**config.mk**
```make
export PLATFORM = sky130hd
export DESIGN_NAME = uart_fifo_write_arbiter
export DESIGN_NICKNAME = d
export VERILOG_FILES = /design/src/rtl/uart_fifo_write_arbiter.sv
export SDC_FILE = /design/constraint.sdc
export NUM_CORES = 1
export LEC_CHECK = 0
export ABC_AREA = 1
export BUFFER_PORTS_ARGS = -buffer_cell sky130_fd_sc_hd__buf_2
export CAP_MARGIN = 10
export CORE_ASPECT_RATIO = 0.5
export CORE_MARGIN = 2
export CORE_UTILIZATION = 48
export DETAILED_ROUTE_END_ITERATION = 8
export GPL_TIMING_DRIVEN = 1
export PLACE_DENSITY_LB_ADDON = 0.08
export SETUP_SLACK_MARGIN = 0.3
export SYNTH_ARGS = -nofsm -noshare
export SYNTH_HDL_FRONTEND = slang
export SYNTH_SLANG_ARGS = --single-unit
```
**constraint.sdc**
```tcl
create_clock -name clk -period 3.98 [get_ports clk]
set_input_delay 0.199 -clock clk [delete_from_list [all_inputs] [get_ports clk]]
set_output_delay 0.199 -clock clk [all_outputs]
set_load 0.01 [all_outputs]
```
**src/rtl/uart_fifo_write_arbiter.sv**
```systemverilog
`default_nettype none
// ============================================================================
// Module   : uart_fifo_write_arbiter
// Brief    : Packet-level round-robin arbiter for the UART TX FIFO write port.
//            Keyboard bytes (requester 0) are buffered because that path has no
//            backpressure. Optional lock watchdog: define UART_ARB_TIMEOUT_EN.
// Revision : 1.0
// ============================================================================
module uart_fifo_write_arbiter #(
   parameter int NUM_REQ   = 2,
   parameter int DATA_W    = 8,
   parameter int KBD_DEPTH = 8,
   parameter int TIMEOUT   = 255
) (
   input  logic                        clk,
   input  logic                        rst,
   input  logic                        kbd_write,
   input  logic [DATA_W-1:0]           kbd_data,
   output logic                        kbd_overflow,
   input  logic [NUM_REQ-1:0]          req_valid,
   input  logic [NUM_REQ*DATA_W-1:0]   req_data,
   input  logic [NUM_REQ-1:0]          req_last,
   output logic [NUM_REQ-1:0]          req_ready,
   input  logic                        fifo_full,
   output logic                        fifo_write,
   output logic [DATA_W-1:0]           fifo_data,
   output logic [$clog2(NUM_REQ)-1:0]  grant_id,
   output logic                        busy,
   output logic                        timeout_err
);

   localparam int c_ID_W  = $clog2(NUM_REQ);
   localparam int c_PTR_W = $clog2(KBD_DEPTH);

   localparam logic [0:0] c_IDLE = 1'b0;
   localparam logic [0:0] c_LOCK = 1'b1;

   logic [0:0]        r_state;
   logic [0:0]        w_state_nxt;
   logic [c_ID_W-1:0] r_grant;
   logic [c_ID_W-1:0] r_rr;
   logic [c_ID_W-1:0] w_pick;
   logic [c_ID_W-1:0] w_cand;
   logic              w_found;

   logic [DATA_W-1:0] r_buf [KBD_DEPTH];
   logic [c_PTR_W:0]  r_wptr;
   logic [c_PTR_W:0]  r_rptr;
   logic              r_overflow;
   logic              w_empty;
   logic              w_full;
   logic              w_push;
   logic              w_pop;

   logic [DATA_W-1:0] w_req_byte [NUM_REQ];
   logic [NUM_REQ-1:0] w_pending;
   logic              w_own_valid;
   logic              w_own_last;
   logic [DATA_W-1:0] w_own_data;
   logic              w_xfer;
   logic              w_timeout;
   logic              w_unused;

   genvar gi;
   generate
      for (gi = 0; gi < NUM_REQ; gi++) begin : g_unpack
         assign w_req_byte[gi] = req_data[gi*DATA_W +: DATA_W];
      end
   endgenerate

   // Slot 0 of the requester bus belongs to the keyboard, which uses kbd_* instead.
   assign w_unused = ^{req_valid[0], req_last[0], w_req_byte[0], (TIMEOUT == 0)};

   // ---------------- keyboard buffer ----------------
   assign w_empty = (r_wptr == r_rptr);
   assign w_full  = (r_wptr[c_PTR_W] != r_rptr[c_PTR_W]) &&
                    (r_wptr[c_PTR_W-1:0] == r_rptr[c_PTR_W-1:0]);
   assign w_pop   = w_xfer && (r_grant == '0);
   assign w_push  = kbd_write && (!w_full || w_pop);

   always_ff @(posedge clk) begin
      if (w_push) begin
         r_buf[r_wptr[c_PTR_W-1:0]] <= kbd_data;
      end
   end

   always_ff @(posedge clk or posedge rst) begin
      if (rst) begin
         r_wptr     <= '0;
         r_rptr     <= '0;
         r_overflow <= 1'b0;
      end else begin
         if (w_push) r_wptr <= r_wptr + 1'b1;
         if (w_pop)  r_rptr <= r_rptr + 1'b1;
         if (kbd_write && !w_push) r_overflow <= 1'b1;
      end
   end

   // ---------------- arbitration ----------------
   assign w_pending = {req_valid[NUM_REQ-1:1], ~w_empty};

   // First pending index strictly after the rr pointer, circularly.
   always_comb begin
      w_found = 1'b0;
      w_pick  = '0;
      w_cand  = '0;
      for (int k = 1; k <= NUM_REQ; k++) begin
         w_cand = c_ID_W'((int'(r_rr) + k) % NUM_REQ);
         if (!w_found && w_pending[w_cand]) begin
            w_found = 1'b1;
            w_pick  = w_cand;
         end
      end
   end

   always_comb begin
      w_own_valid = ~w_empty;
      w_own_last  = 1'b1;
      w_own_data  = r_buf[r_rptr[c_PTR_W-1:0]];
      if (r_grant != '0) begin
         w_own_valid = req_valid[r_grant];
         w_own_last  = req_last[r_grant];
         w_own_data  = w_req_byte[r_grant];
      end
   end

   assign w_xfer = (r_state == c_LOCK) && w_own_valid && !fifo_full;

`ifdef UART_ARB_TIMEOUT_EN
   localparam int c_CNT_W = $clog2(TIMEOUT + 1);

   logic [c_CNT_W-1:0] r_cnt;

   // fifo_full stalls with a byte present are not owner idleness, so they hold.
   always_ff @(posedge clk or posedge rst) begin
      if (rst) begin
         r_cnt <= '0;
      end else if ((r_state == c_IDLE) || w_xfer) begin
         r_cnt <= '0;
      end else if (!w_own_valid) begin
         r_cnt <= r_cnt + 1'b1;
      end
   end

   assign w_timeout = (r_state == c_LOCK) && !w_own_valid &&
                      (r_cnt == c_CNT_W'(TIMEOUT - 1));
`else
   assign w_timeout = 1'b0;
`endif

   // ---------------- FSM: state register ----------------
   always_ff @(posedge clk or posedge rst) begin
      if (rst) begin
         r_state <= c_IDLE;
         r_grant <= '0;
         r_rr    <= c_ID_W'(NUM_REQ - 1);
      end else begin
         r_state <= w_state_nxt;
         if ((r_state == c_IDLE) && w_found) begin
            r_grant <= w_pick;
            r_rr    <= w_pick;
         end
      end
   end

   // ---------------- FSM: next state ----------------
   always_comb begin
      w_state_nxt = r_state;
      case (r_state)
         c_IDLE: if (w_found) w_state_nxt = c_LOCK;
         c_LOCK: if ((w_xfer && w_own_last) || w_timeout) w_state_nxt = c_IDLE;
         default: w_state_nxt = c_IDLE;
      endcase
   end

   // ---------------- FSM: outputs ----------------
   always_comb begin
      fifo_write  = w_xfer;
      fifo_data   = w_xfer ? w_own_data : '0;
      req_ready   = '0;
      if (w_xfer && (r_grant != '0)) req_ready[r_grant] = 1'b1;
      busy        = (r_state == c_LOCK);
      timeout_err = w_timeout;
   end

   assign grant_id     = r_grant;
   assign kbd_overflow = r_overflow;

endmodule
`default_nettype wire
```
==> results of run 1 <==
flip-flops by register name, summed over array words and instances, names as in the netlist:
register,cells
r_rptr,4
r_rr,1
grant_id,1
r_buf,64
busy,1
kbd_overflow,1
r_wptr,4
metrics by stage:
| step | utilization [%] | power (mW) | instances | instance area [sq um] | setup WS [ns] |
|---|---|---|---|---|---|
| after detailed placement | 54.0 | 2.21 | 455 | 3660 | 1.30 |
| final | 59.2 | 3.12 | 472 | 4020 | 1.35 |
| after floorplan | - | 1.91 | 338 | 3410 | 2.03 |
| after global placement | 54.0 | 2.18 | 455 | 3660 | 1.36 |
| after global routing | 59.2 | 3.34 | 472 | 4020 | 1.10 |
| after CTS | 59.2 | 3.15 | 472 | 4020 | 1.28 |
layout make-up:
class	instances	area share [%]
Timing Repair Buffer	41	5.61
Clock buffer	9	5.61
Clock inverter	7	3.02
Multi-Input combinational cell	233	26.1
Inverter	14	1.37
Tap cell	92	2.87
Sequential cell	76	55.4
cells by family (layout without fill, tap and decap cells):
group           count (synthesis)  count (layout)  synth area share (%)
simple gates                  212             212                  26.9
fa+ha+maj                       2               2                 0.735
buf+inv                        29              71                  3.90
compound gates                 14              14                  2.24
flops                          76              76                  65.4
other cells                     1               2                 0.110
xor+xnor                        3               3                 0.772
worst register-to-register path: cells and delay by family, from the launching register on:
kind	cells	cell delay (ns)
buffers and inverters	1	0.27
DFF	1	0.51
and+or+nand+nor	8	1.48
cells in the mapped netlist, types with 2 or more instances:
library cell / number / area (sq um)
buf_4: 4 / 30.0
dfrtp_1: 11 / 275
buf_2: 5 / 25.0
ha_1: 2 / 25.0
nand2_1: 150 / 563
xor2_1: 2 / 17.5
o21ai_0: 2 / 10.0
inv_2: 3 / 11.3
nor2_1: 11 / 41.3
edfxtp_1: 64 / 1920
nand2_4: 3 / 33.8
inv_1: 9 / 33.8
nor3_2: 2 / 20.0
o21ai_1: 10 / 50.1
clkbuf_1: 6 / 22.5
nand3_1: 40 / 200
report_power, final:
| part | internal, mW | leakage (nW) | switching [mW] |
|---|---|---|---|
| Clock | 0.616 | 0.170 | 0.321 |
| Sequential | 1.03 | 0.723 | 0.106 |
| Combinational | 0.347 | 0.822 | 0.705 |
how the worst min path moves through the flow:
stage	endpoint	slack [ns]	depth (start not counted)
floorplan	busy	0.06	1
global placement	r_wptr[2]	0.24	2
detailed placement	r_wptr[3]	0.25	2
CTS	r_rr	0.12	3
global route	r_buf[1][4]	0.14	1
finish	r_rr	0.13	3
cell usage in the layout (no fill, tap or decap), types with 2 or more instances in the layout:
master	instances
bufinv_16	3
nand2_4	3
ha_1	2
xor2_1	2
edfxtp_1	64
conb_1	2
inv_1	9
dfrtp_1	11
buf_4	6
o21ai_1	10
o21ai_0	2
nand3_1	40
clkbuf_16	9
nand2_1	150
buf_2	34
nor2_1	11
inv_6	2
inv_2	3
nor3_2	2
layer usage:
metal | GRT usage (%) | vias up | share of wire [%]
met5 | 0 | - | 0
met1 | 26.0 | 1085 | 45
met3 | 7.61 | 4 | 7.2
met4 | 6.11 | 0 | 0.52
met2 | 29.2 | 69 | 48
li1 | - | 1199 | -
==> flow_summary.ini, run 1 <==
[drt]
totalWireLength_mm = 6.92
dr.first_iter.drc_count = 172
drt_first_pass_iters = 4
vias_per_cell = 4.99
route.antenna.remaining_nets = 0
detailroute.via_count = 2357
drc_errors = 0
route.detailed.wl_per_inst_um = 14.7

[place]
buffer_ports.inserted = 34
post-dp-hpwl_mm = 4.55
place.gp.congestion = 0.815

[die]
die_width_um = 123
core_region_area_sq_um = 6780
die_y_um = 63.5
io_pins = 47
die-area_sq_um = 7820
initial_utilization_pct = 50.2
rows = 21

[setup_path]
timing.critical_path.mode_cell = nand2_4
worst_setup_path_end_kind = flop
critical_path.max_stage_delay_ns = 0.65
critPathSlowestCell = nor2_1
r2r-start = r_rptr[1]
cp.buffers_inverters = 1
critical_path.reg2reg.endpoint = r_buf[6][7]
crit_path_category = reg2reg
worst_setup_path_start_kind = flop
endpoint = r_buf[6][7]
r2r_setup_slack_ns = 1.35
cp_cell_sequence = inv_4, nand2_1, nand2_2, nor2_4, nand2_4, nand3_4, nand2_4, nand3_2, nor2_1
crit_fanout = 18
r2r_cells = 9
worst-path-stages = 9
cp.arrival_ns = 2.59
critPathRequiredTime_ns = 3.94
path_delay_family = simple AND/OR/NAND/NOR gates
setup.worst_path.start = r_rptr[1]

[timing]
timing.final.crit_share_pct = 66.1
setup-tns-final_ns = 0
timing.final.hold_violations = 0
maxSlewViolCount = 0
fin_worst_skew_ns = 0.00662
fin_hold_ws_ns = 0.134
slew_headroom_pct = 44.5
unrepaired_setup_endpoints_after_global_routing = false
worst_slew_pin_slew_ns = 0.830
setup_viol = 0
fmax_ghz = 0.380
finalCriticalPeriod_ns = 2.63

[grt]
first_global_vias = 2230
first_pass_grt_wire_length_mm = 11.0
maximum_number_of_pins_on_one_net_before_global_route_repair = 36
overflow_left_after_global_routing = 0
number_of_antenna_violations_at_the_first_check_in_global_routing = 0
grt_overall_usage_pct = 19.4

[layout]
syn2layout_area_growth_pct = 18.0
num-nets-final = 409
post_route_cells_drive_above_1_share_pct = 18.9
n_antenna_cell = 0
multi_input_area_sq_um = 1050
seqCellArea_sq_um = 2220
nFillCells = 568

[logic_synthesis]
synth.yosys.seq_area_share_pct = 65.4
syn-mean-instance-area_sq_um = 10.1
synthDistinctLibCells = 29
synth-edff-count = 64
synth_ff_type = edfxtp_1
post_synth_instance_area_sq_um = 3400
postSynth.asyncResetShare_pct = 15.8
synth_seq_cells = 76
yosys_warnings = 0
synthCells = 337

[clock_network]
cts_resized = 0
cts_htree_levels = 3
clock_tree_from_tritoncts = built
worst_setup_hold_path_clk_slew_ns = 0.06
numClockSinks = 76
cts_buffer_depth = 2
worst_skew_pair.late_latency_ns = 0.33
numCtsBuffers = 9
hold_buffers = 1
cts_root_buffer = clkbuf_16
post-cts-setup-buffers = 0

[power_and_ir_drop]
power-per-cell-area_nw_per_um2 = 777
leakage_nw = 1.72
peakVddDrop_v = 0.000308

[run]
max_cap_violations = 0

[hold_path]
min_path_type = in2reg
hold_path_startpoint = req_valid[1]

[status]
run_status = completed
Note: power is estimated with default switching activity, not from simulation.
==> run 2, diff against run 1 <==
==> constraint.sdc (replaced) <==
create_clock -name clk -period 2.35 [get_ports clk]
set_input_delay 0.1175 -clock clk [delete_from_list [all_inputs] [get_ports clk]]
set_output_delay 0.1175 -clock clk [all_outputs]
set_load 0.01 [all_outputs]
==> flow_summary.ini, run 2 (synthesized netlist as in run 1, its figures left out) <==
[layout]
seqCellArea_sq_um = 2230
post_route_cells_drive_above_1_share_pct = 23.3
syn2layout_area_growth_pct = 20.7
utilization_pct = 60.6
final_common_cell = nand2_1
most-common-layout-cells = 148 x nand2_1, 64 x edfxtp_1, 40 x nand3_1
num-nets-final = 420
multi_input_area_sq_um = 1050
largest_register_ffs = 64
nFillCells = 540
n_antenna_cell = 0

[timing]
timing.final.crit_share_pct = 82.4
unrepaired_setup_endpoints_after_global_routing = false
fin_ws_ns = 0.414
maxSlewViolCount = 0
setup_viol = 0
fin_hold_ws_ns = 0.0575
fmax_ghz = 0.517
finalCriticalPeriod_ns = 1.94
timing.final.hold_violations = 0
setup-tns-final_ns = 0
fin_worst_skew_ns = 0.00457

[run]
max_cap_violations = 0

[setup_path]
r2r-start = grant_id
cp.arrival_ns = 1.82
cp_cell_sequence = inv_2, nor2_1, nor3_2, buf_4, nand3_4, buf_4, o21ai_1, buf_2
r2r_cells = 9
path_delay_family = buffers and inverters
timing.critical_path.mode_cell = buf_4
crit_fanout = 15
crit_path_category = reg2out
critical_path.max_stage_delay_ns = 0.42
critical_path.reg2reg.endpoint = r_buf[4][7]
worst_setup_path_start_kind = flop
worst_setup_path_end_kind = output pin
cp.buffers_inverters = 4
critPathSlowestCell = dfrtp_1
r2r_setup_slack_ns = 0.53
critPathRequiredTime_ns = 2.23

[drt]
totalWireLength_mm = 7.35
route.antenna.remaining_nets = 0
drc_errors = 0
drt_first_pass_iters = 4
detailroute.via_count = 2409
dr.first_iter.drc_count = 157
vias_per_cell = 5.00
route.detailed.wl_per_inst_um = 15.2

[power_and_ir_drop]
power.share.clock_pct = 28.7
power.combinational.fraction_pct = 36.1
sequential_share_of_power_pct = 35.2
leakage_nw = 1.75
peakVddDrop_v = 0.000472
power-per-cell-area_nw_per_um2 = 1320
int_power_mw = 3.45
power.share.switching_pct = 36.1
p_sw_mw = 1.95

[hold_path]
hold_path_startpoint = kbd_data[7]
hold-path-endpoint = r_buf[6][7]
min_path_type = in2reg
min_delay_path_depth = 1

[clock_network]
cts_buffer_depth = 2
clock_tree_from_tritoncts = built
numCtsBuffers = 9
numClockSinks = 76
worst_setup_hold_path_clk_slew_ns = 0.06
worst_skew_pair.late_latency_ns = 0.33
cts_root_buffer = clkbuf_16
cts_htree_levels = 3

[grt]
first_pass_grt_wire_length_mm = 11.6
grt_overall_usage_pct = 20.8
overflow_left_after_global_routing = 0
maximum_number_of_pins_on_one_net_before_global_route_repair = 35
number_of_antenna_violations_at_the_first_check_in_global_routing = 0
first_global_vias = 2396

[place]
worst_setup_slack_after_placement_ns = 0.470
place.gp.congestion = 0.767
buffer_ports.inserted = 34
post-dp-hpwl_mm = 4.72

[die]
initial_utilization_pct = 50.2
die_width_um = 123
core_region_area_sq_um = 6780
io_pins = 47
die_y_um = 63.5
die-area_sq_um = 7820
rows = 21

[status]
run_status = completed
## run 2: per-layer routing
metal	vias to the layer above	global-route usage [%]	routed length, um
met5	-	0	0
met4	0	7.10	59
met3	6	6.61	549
met2	61	34.1	3470
met1	1125	26.3	3270
li1	1217	-	-
## run 2: timing repair
action	4_1_cts	5_1_grt
gates resized for setup	0	12
hold buffers	1	0
hold endpoints to repair	11	0
buffers inserted	0	1
setup endpoints to repair	0	8
## run 2: worst max-delay path by stage
| stage | from | endpoint | slack (ns) | cells after the start |
|---|---|---|---|---|
| 6_report | grant_id | fifo_data[1] | 0.41 | 8 |
| 3_5_place_dp | r_wptr[0] | r_buf[4][1] | 0.47 | 10 |
| 2_1_floorplan | r_rptr[0] | r_buf[4][0] | 0.40 | 10 |
| 4_1_cts | r_wptr[0] | fifo_data[1] | 0.35 | 9 |
| 5_1_grt | grant_id | fifo_data[4] | 0.31 | 8 |
| 3_3_place_gp | r_wptr[0] | r_buf[7][6] | 0.49 | 9 |
## run 2: metrics by stage
step           total power [mW]  area, sq um  instances
3_3_place_gp               3.77         3730        464
6_report                   5.40         4110        482
4_1_cts                    5.40         4070        480
3_5_place_dp               3.83         3730        464
5_1_grt                    5.78         4110        482
2_1_floorplan              3.24         3410        338
## run 2: power by group through the flow
stage	Clock [mW]	Sequential [mW]	Combinational (mW)
4_1_cts	1.58	1.89	1.93
3_3_place_gp	0	1.91	1.87
3_5_place_dp	0	1.92	1.92
2_1_floorplan	0	1.87	1.38
6_report	1.55	1.90	1.95
5_1_grt	1.64	1.93	2.21
## run 2: cell type report
type | count | area share, %
repair inverters | 1 | 0.183
well taps | 92 | 2.80
clock buffers | 9 | 5.48
repair buffers | 51 | 7.49
flip-flops and latches | 76 | 54.2
clock inverters | 6 | 2.71
multi-input cells | 233 | 25.7
inverters | 14 | 1.43
## run 2: worst reg2reg max path: stages, from the launching register on
cell and delay, ns:
dfrtp_1 0.42, inv_2 0.11, nor2_1 0.06, nor3_2 0.15, buf_4 0.16, nand3_4 0.09, nand2_4 0.11, nand3_2 0.11
nor2_1 0.10, buf_4 0.21
